### config.mk
export PLATFORM = sky130hd
export DESIGN_NAME = skew_feed_ctrl_flat
export DESIGN_NICKNAME = d
export VERILOG_FILES = /design/src/rtl/dsp_sys_arr_pkg.sv /design/src/rtl/skew_feed_ctrl_if.sv /design/src/rtl/skew_feed_ctrl.sv /design/src/flat_wrapper.sv
export SDC_FILE = /design/constraint.sdc
export NUM_CORES = 1
export LEC_CHECK = 0
export ABC_AREA = 1
export CORE_AREA = 5 5 72 74
export CTS_BUF_LIST = sky130_fd_sc_hd__clkbuf_2
export CTS_CLUSTER_SIZE = 16
export DETAILED_ROUTE_END_ITERATION = 7
export DIE_AREA = 0 0 77 79
export PLACE_DENSITY = 0.75
export SETUP_SLACK_MARGIN = 0.3
export SYNTH_ARGS = -nofsm -noshare
export SYNTH_HDL_FRONTEND = slang
export SYNTH_SLANG_ARGS = --single-unit
### constraint.sdc
create_clock -name CLK -period 3.1 [get_ports CLK]
set_input_delay 0.62 -clock CLK [delete_from_list [all_inputs] [get_ports CLK]]
set_output_delay 0.62 -clock CLK [all_outputs]
set_load 0.005 [all_outputs]
### src/rtl/dsp_sys_arr_pkg.sv
`default_nettype none
// ============================================================================
// Module   : dsp_sys_arr_pkg
// Brief    : Shared types and width helpers for the systolic-array feed path.
// Revision : 1.0
// ============================================================================
package dsp_sys_arr_pkg;

  typedef logic [15:0] word_t;

  typedef enum logic [1:0] {
    IDLE = 2'd0,
    WAIT = 2'd1,
    RUN  = 2'd2,
    DONE = 2'd3
  } feed_state_t;

  function automatic int occ_width(input int size);
    return $clog2(size) + 1;
  endfunction

  // The skew counter must reach SIZE+N-2, and the window top i+K reaches SIZE+N-1.
  function automatic int skew_cnt_width(input int n, input int size);
    return $clog2(size + n);
  endfunction

endpackage
`default_nettype wire

### src/rtl/skew_feed_ctrl_if.sv
`default_nettype none
// ============================================================================
// Module   : skew_feed_ctrl_if
// Brief    : Control/status and FIFO pop/occupancy bundle for skew_feed_ctrl.
// Revision : 1.0
// ============================================================================
interface skew_feed_ctrl_if
  import dsp_sys_arr_pkg::*;
#(
  parameter int N    = 4,
  parameter int SIZE = 16
);

  localparam int c_OW = occ_width(SIZE);

  logic                start;
  logic [c_OW-1:0]     k_len;
  logic                abort;
  logic [N*c_OW-1:0]   ocp;
  logic [N-1:0]        pop;
  logic [N-1:0]        row_valid;
  logic                busy;
  logic                done;
  logic                err;

  modport master (
    output start, k_len, abort, ocp,
    input  pop, row_valid, busy, done, err
  );

  modport slave (
    input  start, k_len, abort, ocp,
    output pop, row_valid, busy, done, err
  );

endinterface
`default_nettype wire

### src/rtl/skew_feed_ctrl.sv
`default_nettype none
// ============================================================================
// Module   : skew_feed_ctrl
// Brief    : Issues diagonally skewed pop bursts to N row FIFOs feeding a
//            systolic array edge, gated on every FIFO holding K words.
// Revision : 1.0
// ============================================================================
module skew_feed_ctrl
  import dsp_sys_arr_pkg::*;
#(
  parameter int N    = 4,
  parameter int SIZE = 16
)(
  input  wire logic        CLK,
  input  wire logic        RST,
  skew_feed_ctrl_if.slave  bus
);

  localparam int c_OW = occ_width(SIZE);
  localparam int c_TW = skew_cnt_width(N, SIZE);

  localparam logic [1:0] c_ST_IDLE = IDLE;
  localparam logic [1:0] c_ST_WAIT = WAIT;
  localparam logic [1:0] c_ST_RUN  = RUN;
  localparam logic [1:0] c_ST_DONE = DONE;

  logic [1:0]      r_state;
  logic [1:0]      w_state_nxt;
  logic [c_TW-1:0] r_t;
  logic [c_OW-1:0] r_k;
  logic            r_err;

  logic [N-1:0]    w_ocp_ok;
  logic [N-1:0]    w_win;
  logic [N-1:0]    w_pop;
  logic            w_k_ok;
  logic            w_accept;
  logic            w_gate_open;
  logic            w_last;

  assign w_k_ok      = (bus.k_len != '0) && (bus.k_len <= c_OW'(SIZE));
  assign w_accept    = (r_state == c_ST_IDLE) && bus.start && w_k_ok;
  assign w_gate_open = &w_ocp_ok;
  // Last RUN cycle is t == K+N-2; K >= 1 keeps the modular form exact for N == 1.
  assign w_last      = (r_t == (c_TW'(r_k) + c_TW'(N) - c_TW'(2)));

  // Per-row occupancy gate and diagonal pop window [i, i+K).
  for (genvar i = 0; i < N; i++) begin : g_row
    assign w_ocp_ok[i] = (bus.ocp[i*c_OW +: c_OW] >= r_k);
    assign w_win[i]    = (r_t >= c_TW'(i)) && (r_t < (c_TW'(i) + c_TW'(r_k)));
  end

  assign w_pop         = ((r_state == c_ST_RUN) && !bus.abort) ? w_win : '0;
  assign bus.pop       = w_pop;
  assign bus.row_valid = w_pop;
  assign bus.busy      = (r_state == c_ST_WAIT) || (r_state == c_ST_RUN);
  assign bus.done      = (r_state == c_ST_DONE);
  assign bus.err       = r_err;

  always_comb begin
    w_state_nxt = r_state;
    case (r_state)
      c_ST_IDLE: begin
        if (w_accept) w_state_nxt = c_ST_WAIT;
      end
      c_ST_WAIT: begin
        if (bus.abort)        w_state_nxt = c_ST_IDLE;
        else if (w_gate_open) w_state_nxt = c_ST_RUN;
      end
      c_ST_RUN: begin
        if (bus.abort)   w_state_nxt = c_ST_IDLE;
        else if (w_last) w_state_nxt = c_ST_DONE;
      end
      c_ST_DONE: w_state_nxt = c_ST_IDLE;
      default:   w_state_nxt = c_ST_IDLE;
    endcase
  end

  always_ff @(posedge CLK) begin
    if (RST) begin
      r_state <= c_ST_IDLE;
      r_t     <= '0;
      r_k     <= '0;
      r_err   <= 1'b0;
    end else begin
      r_state <= w_state_nxt;
      r_err   <= (r_state == c_ST_IDLE) && bus.start && !w_k_ok;
      if (w_accept) r_k <= bus.k_len;
      // t restarts at 0 on every entry into RUN.
      if ((r_state == c_ST_RUN) && (w_state_nxt == c_ST_RUN)) r_t <= r_t + c_TW'(1);
      else                                                   r_t <= '0;
    end
  end

endmodule
`default_nettype wire

### src/flat_wrapper.sv
// flat-port wrapper written by rule: the top's interface ports become plain ports
module skew_feed_ctrl_flat import dsp_sys_arr_pkg::*;
#(
  parameter int N    = 4,
  parameter int SIZE = 16
)
  (CLK, RST, bus_start, bus_k_len, bus_abort, bus_ocp, bus_pop, bus_row_valid, bus_busy, bus_done, bus_err);
  skew_feed_ctrl_if #(.N(N), .SIZE(SIZE)) bus_i ();
  input  wire logic CLK;
  input  wire logic RST;
  input wire logic [$bits(bus_i.start)-1:0] bus_start;
  input wire logic [$bits(bus_i.k_len)-1:0] bus_k_len;
  input wire logic [$bits(bus_i.abort)-1:0] bus_abort;
  input wire logic [$bits(bus_i.ocp)-1:0] bus_ocp;
  output wire logic [$bits(bus_i.pop)-1:0] bus_pop;
  output wire logic [$bits(bus_i.row_valid)-1:0] bus_row_valid;
  output wire logic [$bits(bus_i.busy)-1:0] bus_busy;
  output wire logic [$bits(bus_i.done)-1:0] bus_done;
  output wire logic [$bits(bus_i.err)-1:0] bus_err;
  assign bus_i.start = bus_start;
  assign bus_i.k_len = bus_k_len;
  assign bus_i.abort = bus_abort;
  assign bus_i.ocp = bus_ocp;
  assign bus_pop = bus_i.pop;
  assign bus_row_valid = bus_i.row_valid;
  assign bus_busy = bus_i.busy;
  assign bus_done = bus_i.done;
  assign bus_err = bus_i.err;
  skew_feed_ctrl #(.N(N), .SIZE(SIZE)) u_core (.CLK(CLK), .RST(RST), .bus(bus_i));
endmodule
==> results.txt, run 1 <==
Status -> finished clean
Clock period minus worst slack -> 2.83 ns
YS warnings -> 0
Post-synth net total -> 314
Max IR drop VDD -> 282 uV
Setup crit start kind -> flop
Rel. slew slack -> 58.2%
Tcrit/Tclk final -> 91.2%
Initial antenna violation count -> 0
CTS max path bufs -> 2
Worst Path Max Fanout -> 3
R2R Setup Slk -> 1.05 ns
CTS Buf Count -> 3
Yosys cell types -> 23
Grt total ovfl -> 0
H-tree levels -> 1
RR Startpoint -> u_core.r_k[2]$_SDFFE_PP0P_
Hold_sp -> u_core.r_t[0]$_SDFF_PP0_
DRC viols -> 0
Final WL -> 4.39 mm
Mean Syn Cell Area -> 7.32 um2
Final Skew -> 0.00310 ns
Max-cap viol count -> 0
1st-iter DRT viols -> 86
CP Capture Type -> output pin
Total negative slack -> 0 ns
N_diodes -> 0
Fraction of layout cells with a size suffix above 1 -> 20.6%
Post-CTS Hold Buffers -> 0
Hold depth -> 1
Worst Setup Path Type -> flop to output pin
TritonCTS clock tree -> done
Area leader, netlist -> ha_1
Largest net degree at the start of global routing -> 13
Pleak -> 1.19 nW
Global-route wire length before repair -> 7.09 mm
Pwr per Cell Area -> 371 nW/um2
Pwr Total -> 0.000921 W
Worst-skew pair later-pin latency -> 0.28 ns
CTS Sinks -> 13
Ranking of synthesized cells by area -> ha_1 37%, dfxtp_1 15%, nand2_1 10%
WP data arrival -> 2.21 ns
Final Util -> 54.7%
RSZ-0062 raised after global routing -> yes
DP HPWL -> 3.27 mm
Worst path required time -> 2.48 ns
Synth Instances -> 234
Slew @ Worst Pin -> 0.621 ns
Top cell type's share of synthesized area -> 37.3%
FP Rows -> 25
Final net count -> 372
Slew Limit Fails -> 0
Avg Vias per Cell -> 4.95
Buffers added on ports -> 39
Hold Path Class -> flop to flop
Layout Area Growth over Synthesis -> 44.9%
Final Hold Fails -> 0
GP Congestion -> 0.866
Root buffer cell -> clkbuf_2
Setup violators final -> 0
Register bit total from synthesis -> 13
Worst Hold End -> u_core.r_t[0]$_SDFF_PP0_
ANT nets after route -> 0
I/O pin count -> 40
Synthesized area -> 1710 um2
WL per Instance -> 12.7 um
Total GRT Usage -> 14.0%
R2R Path End -> u_core.r_t[4]$_SDFF_PP0_
Core area -> 4540 um2
DIE HEIGHT -> 79 um
Vias in the first global route -> 1659
Die W -> 77 um
Sequential fraction of the synthesis area -> 15.2%
F_max -> 0.354 GHz
DR vias -> 1707
First-pass DRT Iterations -> 4
FF-to-FF path depth -> 16
Starting density of the core -> 37.8%
Clock Pin Slew Worst Setup and Hold Paths -> 0.13 ns
Die area -> 6080 um2
-- cell usage after synthesis --
cell type and count:
ha_1 51, nand2_1 47, inv_1 35, a21oi_1 24, nor2_1 16, dfxtp_1 13, xor2_1 7, nand3_1 6
o21ai_0 6, nor3_1 5, buf_4 4, a2111oi_0 3, xnor2_1 3, nand4_1 2, nor4_1 2, o21ai_1 2
o221ai_1 2, a211oi_1 1, a21oi_2 1, buf_2 1, nand2_2 1, nand3_2 1, o21a_1 1
-- cell usage in the layout, fill, tap and decap left out, types with 2 or more instances in the layout --
cell	instances
nand3_1	4
xnor2_1	2
clkbuf_2	4
nand4_1	2
inv_1	34
xor2_1	7
a21oi_1	19
buf_6	7
buf_12	2
dlygate4sd2_1	2
buf_4	14
dfxtp_1	8
nand3_2	3
a2111oi_2	2
nor3_1	3
dfxtp_2	4
nand2_2	3
ha_1	46
nand2_1	45
ha_4	5
buf_2	2
clkdlybuf4s50_1	31
o21ai_1	4
o21ai_0	3
nor2_1	16
a21oi_2	6
nor3_2	2
-- sequential cells by signal (all words and copies together), names as in the netlist --
name	flops
u_core.bus.err	1
u_core.r_k	5
u_core.r_state	2
u_core.r_t	5
-- power by group --
part | switching [W] | leakage (nW) | internal (W)
registers | 0.0000251 | 0.108 | 0.000192
clock network | 0.0000573 | 0.0166 | 0.0000342
logic | 0.000322 | 1.07 | 0.000290
-- worst max-delay path: stages (launching register included) --
cell	delay, ns
dfxtp_4	0.39
buf_12	0.13
ha_4	0.16
xnor2_2	0.13
nand2_1	0.08
o21ai_1	0.07
ha_1	0.29
nand2_2	0.07
nor3_1	0.06
a2111oi_2	0.30
buf_4	0.18
buf_6	0.08
-- what timing repair did --
item,CTS,global route
pin swaps,22,15
gates cloned,0,0
setup endpoints to repair,8,6
buffers inserted,6,1
gates resized for setup,61,10
-- per-stage QoR --
stage | cell area [um2] | setup slack, ns | hold WS [ns] | cells
after floorplan | 1710 | 0.392 | 0.465 | 234
after global placement | 2230 | 0.0194 | 0.502 | 334
after detailed placement | 2230 | 0.0309 | 0.503 | 334
after CTS | 2420 | 0.205 | 0.536 | 344
after global routing | 2480 | 0.111 | 0.583 | 345
final | 2480 | 0.272 | 0.539 | 345
-- cell type report --
class / instances / area [um2]
timing repair buffer: 58 / 562
clock buffer: 4 / 20.0
multi-input combinational: 181 / 1430
tap: 54 / 67.6
fill: 398 / 2050
sequential: 13 / 269
inverter: 35 / 134
-- routing by layer --
layer / part of all wire (%) / global-route usage, % / routed length (um) / up-vias
met4: 3.5 / 4.98 / 152 / 0
met5: 0 / 0 / 0 / -
met2: 50 / 25.9 / 2190 / 39
met1: 43 / 16.3 / 1890 / 755
met3: 3.6 / 2.27 / 158 / 19
li1: - / - / - / 894
-- cell families (layout without fill, tap and decap cells) --
kind of cell	Yosys count	in the layout	share of synthesized area [%]
AO/OA/AOI/OAI	40	40	13.3
XOR/XNOR	10	10	5.11
adder cells (fa/ha/maj)	51	51	37.3
buffers and inverters	40	97	9.72
flip-flops	13	13	15.2
AND/OR/NAND/NOR	80	80	19.4
-- worst max path at each step --
stage / start / endpoint / slack [ns] / cells after the start
finish: u_core.r_k[1]$_SDFFE_PP0P_ / bus_row_valid[1] / 0.27 / 11
global route: u_core.r_k[1]$_SDFFE_PP0P_ / bus_pop[3] / 0.11 / 10
CTS: u_core.r_k[1]$_SDFFE_PP0P_ / bus_row_valid[1] / 0.21 / 10
detailed placement: bus_abort / bus_pop[2] / 0.03 / 6
global placement: bus_abort / bus_row_valid[2] / 0.02 / 6
floorplan: u_core.r_k[0]$_SDFFE_PP0P_ / bus_row_valid[3] / 0.39 / 9
Note: power is estimated with default switching activity, not from simulation.
==> run 2, diff against run 1 <==
Settings changed: ABC_AREA 1 to not set, CORE_AREA 5 5 72 74 to 5 5 73 75, DIE_AREA 0 0 77 79 to 0 0 78 80.
==> run 2 against run 1 <==
Effect of this change:
- cell count down 12%
- die area up 2.6%
- critical path depth decreased by 2
- combinational power decreased by 33%
- clock-buffer cell count is the same
- area after synthesis increased by 4.5%
- global-route usage down 1.2 points
- highest routed layer unchanged
- non-clock buffer count decreased by 8
- critical endpoint is now bus_pop[1]
==> results.txt, run 2 <==
Die area -> 6240 um2
Crit path depth -> 9
Worst path required time -> 2.48 ns
Setup crit start -> u_core.r_k[0]$_SDFFE_PP0P_
H-tree levels -> 1
Root buffer cell -> clkbuf_2
Post-synth net total -> 281
Non-Filler Instances -> 302
Slowest stage delay, CP -> 0.34 ns
Pwr Total -> 0.000702 W
Commonest cells post-synth -> 51 x ha_1, 17 x inv_1, 13 x dfxtp_1
Mean Syn Cell Area -> 8.91 um2
Hold depth -> 2
CTS Buf Count -> 3
Hold_sp -> u_core.r_k[2]$_SDFFE_PP0P_
Avg Vias per Cell -> 5.19
Total negative slack -> 0 ns
Largest net degree at the start of global routing -> 10
Regs by FF count -> u_core.r_k: 5 flops, u_core.r_t: 5 flops, u_core.r_state: 2 flops
Post-CTS Hold Buffers -> 0
Slew Limit Fails -> 0
F_max -> 0.354 GHz
DR vias -> 1566
Top_reg_cell synth -> dfxtp_1
Worst Path Max Fanout -> 9
Footprint of the multi-input gates -> 1550 um2
ANT nets after route -> 0
Critical-path cell list -> buf_4, ha_2, xnor2_2, ha_1, o21a_1, o21ai_1, nand2b_1, a2111oi_4, buf_2
Pwr per Cell Area -> 291 nW/um2
Synth Instances -> 201
Tcrit/Tclk final -> 91.1%
YS warnings -> 0
Setup crit start kind -> flop
Buf+Inv Stages, Crit Path -> 2
CP delay by family, top -> compound AO/OA/AOI/OAI gates
Setup violators final -> 0
Share of synthesized registers carrying an async set or reset -> 0%
Most frequent cells in the layout -> 46 x ha_1, 31 x clkdlybuf4s50_1, 14 x inv_1
Pleak -> 1.02 nW
Placed Area -> 2290 um2
DP HPWL -> 3.32 mm
Layout Area Growth over Synthesis -> 34.7%
Worst-skew pair later-pin latency -> 0.26 ns
WL per Instance -> 13.4 um
RR Startpoint -> u_core.r_k[4]$_SDFFE_PP0P_
Fraction of layout cells with a size suffix above 1 -> 19.0%
TritonCTS clock tree -> done
Slew @ Worst Pin -> 0.533 ns
WP data arrival -> 2.20 ns
Buffers added on ports -> 39
Commonest non-fill, non-tap cell in the layout -> ha_1
Hold Path Class -> flop to flop
Clock period minus worst slack -> 2.82 ns
Global-route wire length before repair -> 6.59 mm
DRC viols -> 0
Count leader, synth -> ha_1
Rel. slew slack -> 64.0%
Final WL -> 4.05 mm
Post-synth EDFFs -> 0
Final net count -> 329
Worst Setup Path Type -> flop to output pin
Max-cap viol count -> 0
Cell area after layout -> 2410 um2
DIE HEIGHT -> 80 um
Fillers -> 418
Register area -> 267 um2
Area leader, netlist -> ha_1
CTS max path bufs -> 2
1st-iter DRT viols -> 60
Critical-path top delay cell -> dfxtp_2
Final Hold Fails -> 0
CTS Sinks -> 13
Vias in the first global route -> 1486
Initial antenna violation count -> 0
Final Util -> 52.5%
I/O pin count -> 40
Starting density of the core -> 38.9%
Total GRT Usage -> 12.9%
Dpl cells -> 297
FP Rows -> 25
Core area -> 4600 um2
Ranking of synthesized cells by area -> ha_1 36%, dfxtp_1 15%, xnor2_1 4.9%
Grt total ovfl -> 0
Status -> finished clean
Die W -> 78 um
FF-to-FF path depth -> 8
Register bit total from synthesis -> 13
Top cell type's share of synthesized area -> 35.6%
N_diodes -> 0
Final Skew -> 0.00948 ns
CP Capture Type -> output pin
Sequential fraction of the synthesis area -> 14.5%
Yosys cell types -> 37
RSZ-0062 raised after global routing -> yes
Max IR drop VDD -> 236 uV
Clock Pin Slew Worst Setup and Hold Paths -> 0.12 ns
Synthesized area -> 1790 um2
GP Congestion -> 0.850
First-pass DRT Iterations -> 4
## run 2: repair_timing
action | 4_1_cts | 5_1_grt
setup endpoints to repair | 8 | 8
gates resized for setup | 26 | 25
buffers inserted | 1 | 0
pin swaps | 4 | 4
## run 2: per-layer routing
layer / global-route usage (%) / part of all wire [%] / wire [um] / vias to the layer above
met5: 0 / 0 / 0 / -
met4: 3.21 / 0.37 / 15 / 0
met3: 2.26 / 3.6 / 144 / 2
met2: 22.5 / 50 / 2020 / 23
met1: 16.3 / 46 / 1860 / 722
li1: - / - / - / 819
## run 2: tightest hold or removal path, delay by kind of cell, from the launching register on
| kind | cells | cell delay, ns |
|---|---|---|
| flip-flops | 1 | 0.40 |
| AND/OR/NAND/NOR | 1 | 0.07 |
| multiplexers | 1 | 0.07 |
## run 2: cells by family after synthesis
kind of cell    count (synthesis)  synth area share, %
simple gates                   55                 17.8
flops                          13                 14.5
compound gates                 40                 16.6
fa+ha+maj                      51                 35.6
mux                             6                 3.56
xor+xnor                       12                 5.87
buf+inv                        24                 6.08
## run 2: stage by stage
stage | hold WS [ns] | setup slack (ns)
finish | 0.572 | 0.275
global route | 0.607 | 0.0852
CTS | 0.562 | 0.118
detailed placement | 0.562 | 0.00618
global placement | 0.552 | 0.0279
floorplan | 0.505 | 0.297
## run 2: area by class of cell
cell class                 count  area share (%)
tap                           54            2.80
timing repair buffer          50            18.4
sequential                    13            11.0
clock buffer                   4           0.830
inverter                      17            2.90
multi-input combinational    164            64.1
## run 2: final timing paths
check | to | slack (ns)
worst max-delay path | bus_pop[1] | 0.28
worst max register to register | u_core.r_t[2]$_SDFF_PP0_ | 0.63
worst min register to register | u_core.r_k[2]$_SDFFE_PP0P_ | 0.57
worst min-delay path | u_core.r_k[2]$_SDFFE_PP0P_ | 0.57
## run 2: report_power, final
| group | internal, W | switching (W) | total [W] |
|---|---|---|---|
| sequential | 0.000182 | 0.0000207 | 0.000203 |
| clock | 0.0000342 | 0.0000533 | 0.0000876 |
| combinational | 0.000199 | 0.000212 | 0.000411 |
| total | 0.000416 | 0.000286 | 0.000702 |
==> run 3, diff against run 2 <==
Settings changed: ABC_AREA set to 1, CORE_AREA 5 5 73 75 to 5 5 72 74, CTS_BUF_LIST sky130_fd_sc_hd__clkbuf_2 to sky130_fd_sc_hd__clkbuf_4 sky130_fd_sc_hd__clkbuf_8, DIE_AREA 0 0 78 80 to 0 0 77 79.
==> run 3 against run 2 <==
Effect of this change:
- critical path depth unchanged
- global-route usage is 0.99 points higher
- final area rose by 1.8%
- register-to-register slack improved by 0.38 ns
- routed wire length grew 5.1%
- sequential power up 9%
- largest cell class unchanged
- die area fell by 2.5%
- utilization is 1.7 points higher
- total power rose by 37%
- critical path type unchanged
- flip-flop and latch count is the same
==> results.txt, run 3 (synthesis results as in run 1) <==
Fraction of layout cells with a size suffix above 1 -> 18.8%
Net Sw Frac -> 41.5%
Worst Path Max Fanout -> 2
Max-cap viol count -> 0
Final WL -> 4.26 mm
CTS Buf Count -> 3
N_diodes -> 0
Slowest stage delay, CP -> 0.37 ns
Starting density of the core -> 37.8%
Global-route wire length before repair -> 7.01 mm
CP delay by family, top -> compound AO/OA/AOI/OAI gates
DR vias -> 1676
Buffers added on ports -> 39
Setup crit start kind -> flop
CTS Sinks -> 13
1st-iter DRT viols -> 96
FP Rows -> 25
First-pass DRT Iterations -> 4
Vias in the first global route -> 1635
Clock share of power -> 16.8%
Total negative slack -> 0 ns
DIE HEIGHT -> 79 um
Tcrit/Tclk final -> 88.9%
Clock period minus worst slack -> 2.76 ns
Setup crit start -> u_core.r_k[1]$_SDFFE_PP0P_
DRC viols -> 0
Setup violators final -> 0
Status -> finished clean
R2R Setup Slk -> 1.01 ns
TritonCTS clock tree -> done
Final Worst Setup Slack -> 0.344 ns
Grt total ovfl -> 0
Most frequent cells in the layout -> 46 x ha_1, 45 x nand2_1, 34 x inv_1
F_max -> 0.363 GHz
Avg Vias per Cell -> 4.91
Core area -> 4540 um2
Pleak -> 1.17 nW
Sequential share of power -> 23.0%
WL per Instance -> 12.5 um
RR Startpoint -> u_core.r_k[2]$_SDFFE_PP0P_
Pwr Total -> 0.000960 W
Layout Area Growth over Synthesis -> 43.3%
H-tree levels -> 1
Final net count -> 368
Rel. slew slack -> 60.6%
Clock Pin Slew Worst Setup and Hold Paths -> 0.05 ns
Hold Path Class -> flop to flop
Combinational share of power -> 60.3%
Post-place setup slack -> 0.0309 ns
Worst-skew pair later-pin latency -> 0.24 ns
Slew Limit Fails -> 0
Final Hold Fails -> 0
Pwr per Cell Area -> 391 nW/um2
Root buffer cell -> clkbuf_8
WP data arrival -> 2.14 ns
Worst Setup Path Type -> flop to output pin
RSZ-0062 raised after global routing -> yes
Largest net degree at the start of global routing -> 13
GP Congestion -> 0.866
Buf+Inv Stages, Crit Path -> 4
Die area -> 6080 um2
Slew @ Worst Pin -> 0.585 ns
Critical-path cell list -> inv_4, buf_6, ha_4, ha_1, a21oi_1, o21ai_2, a2111oi_2, buf_4, buf_6
R2R Path End -> u_core.r_t[4]$_SDFF_PP0_
CTS max path bufs -> 2
DP HPWL -> 3.27 mm
FF-to-FF path depth -> 16
Total net switching power -> 0.000398 W
Die W -> 77 um
Critical-path top delay cell -> dfxtp_4
Max IR drop VDD -> 297 uV
Final Skew -> 0.000535 ns
Crit path depth -> 9
Worst Setup EP -> bus_pop[2]
Most common cell on crit path -> buf_6
Internal -> 0.000562 W
ANT nets after route -> 0
I/O pin count -> 40
Commonest non-fill, non-tap cell in the layout -> ha_1
Initial antenna violation count -> 0
Total GRT Usage -> 13.9%
Regs by FF count -> u_core.r_k: 5 flops, u_core.r_t: 5 flops, u_core.r_state: 2 flops
Worst path required time -> 2.48 ns
CP Capture Type -> output pin
## run 3: power by group through the flow
stage	Sequential, W	Combinational [W]	Clock, W
floorplan	0.000217	0.000333	0
global placement	0.000214	0.000498	0
detailed placement	0.000216	0.000515	0
CTS	0.000219	0.000559	0.000163
global route	0.000224	0.000661	0.000173
finish	0.000221	0.000579	0.000161
## run 3: worst min path at each step
stage                     cells past startpoint                        to                      from  slack [ns]
after floorplan                               1  u_core.r_t[0]$_SDFF_PP0_  u_core.r_t[0]$_SDFF_PP0_        0.47
after global placement                        1  u_core.r_t[0]$_SDFF_PP0_  u_core.r_t[0]$_SDFF_PP0_        0.50
after detailed placement                      1  u_core.r_t[0]$_SDFF_PP0_  u_core.r_t[0]$_SDFF_PP0_        0.50
after CTS                                     1  u_core.r_t[0]$_SDFF_PP0_  u_core.r_t[0]$_SDFF_PP0_        0.52
after global routing                          1  u_core.r_t[0]$_SDFF_PP0_  u_core.r_t[0]$_SDFF_PP0_        0.56
final                                         1  u_core.r_t[0]$_SDFF_PP0_  u_core.r_t[0]$_SDFF_PP0_        0.52
## run 3: area by class of cell
cell class                      count  area [um2]
Fill cell                         400        2080
Multi-Input combinational cell    181        1420
Timing Repair Buffer               54         519
Sequential cell                    13         270
Inverter                           35         134
Tap cell                           54        67.6
Clock buffer                        4        48.8
## run 3: through the flow
step | util, % | instances | hold slack [ns] | area (um2)
2_1_floorplan | - | 234 | 0.465 | 1710
3_3_place_gp | 49.1 | 334 | 0.502 | 2230
3_5_place_dp | 49.1 | 334 | 0.503 | 2230
4_1_cts | 53.5 | 341 | 0.519 | 2430
5_1_grt | 54.1 | 341 | 0.563 | 2450
6_report | 54.1 | 341 | 0.523 | 2450
## run 3: routing by layer
layer  routed length (um)  vias to the layer above  track usage, %  share of wire (%)
li1                     -                      885               -                  -
met1                 1880                      739            16.1                 44
met2                 2120                       42            26.0                 50
met3                  167                       10            2.38                3.9
met4                   92                        0            3.78                2.2
met5                    0                        -               0                  0
## run 3: repair_timing
item                       4_1_cts  5_1_grt
setup buffers                    3        0
hold buffers                     0        0
gates resized for setup         57       12
pin swaps                       20       10
setup endpoints to repair        8        6
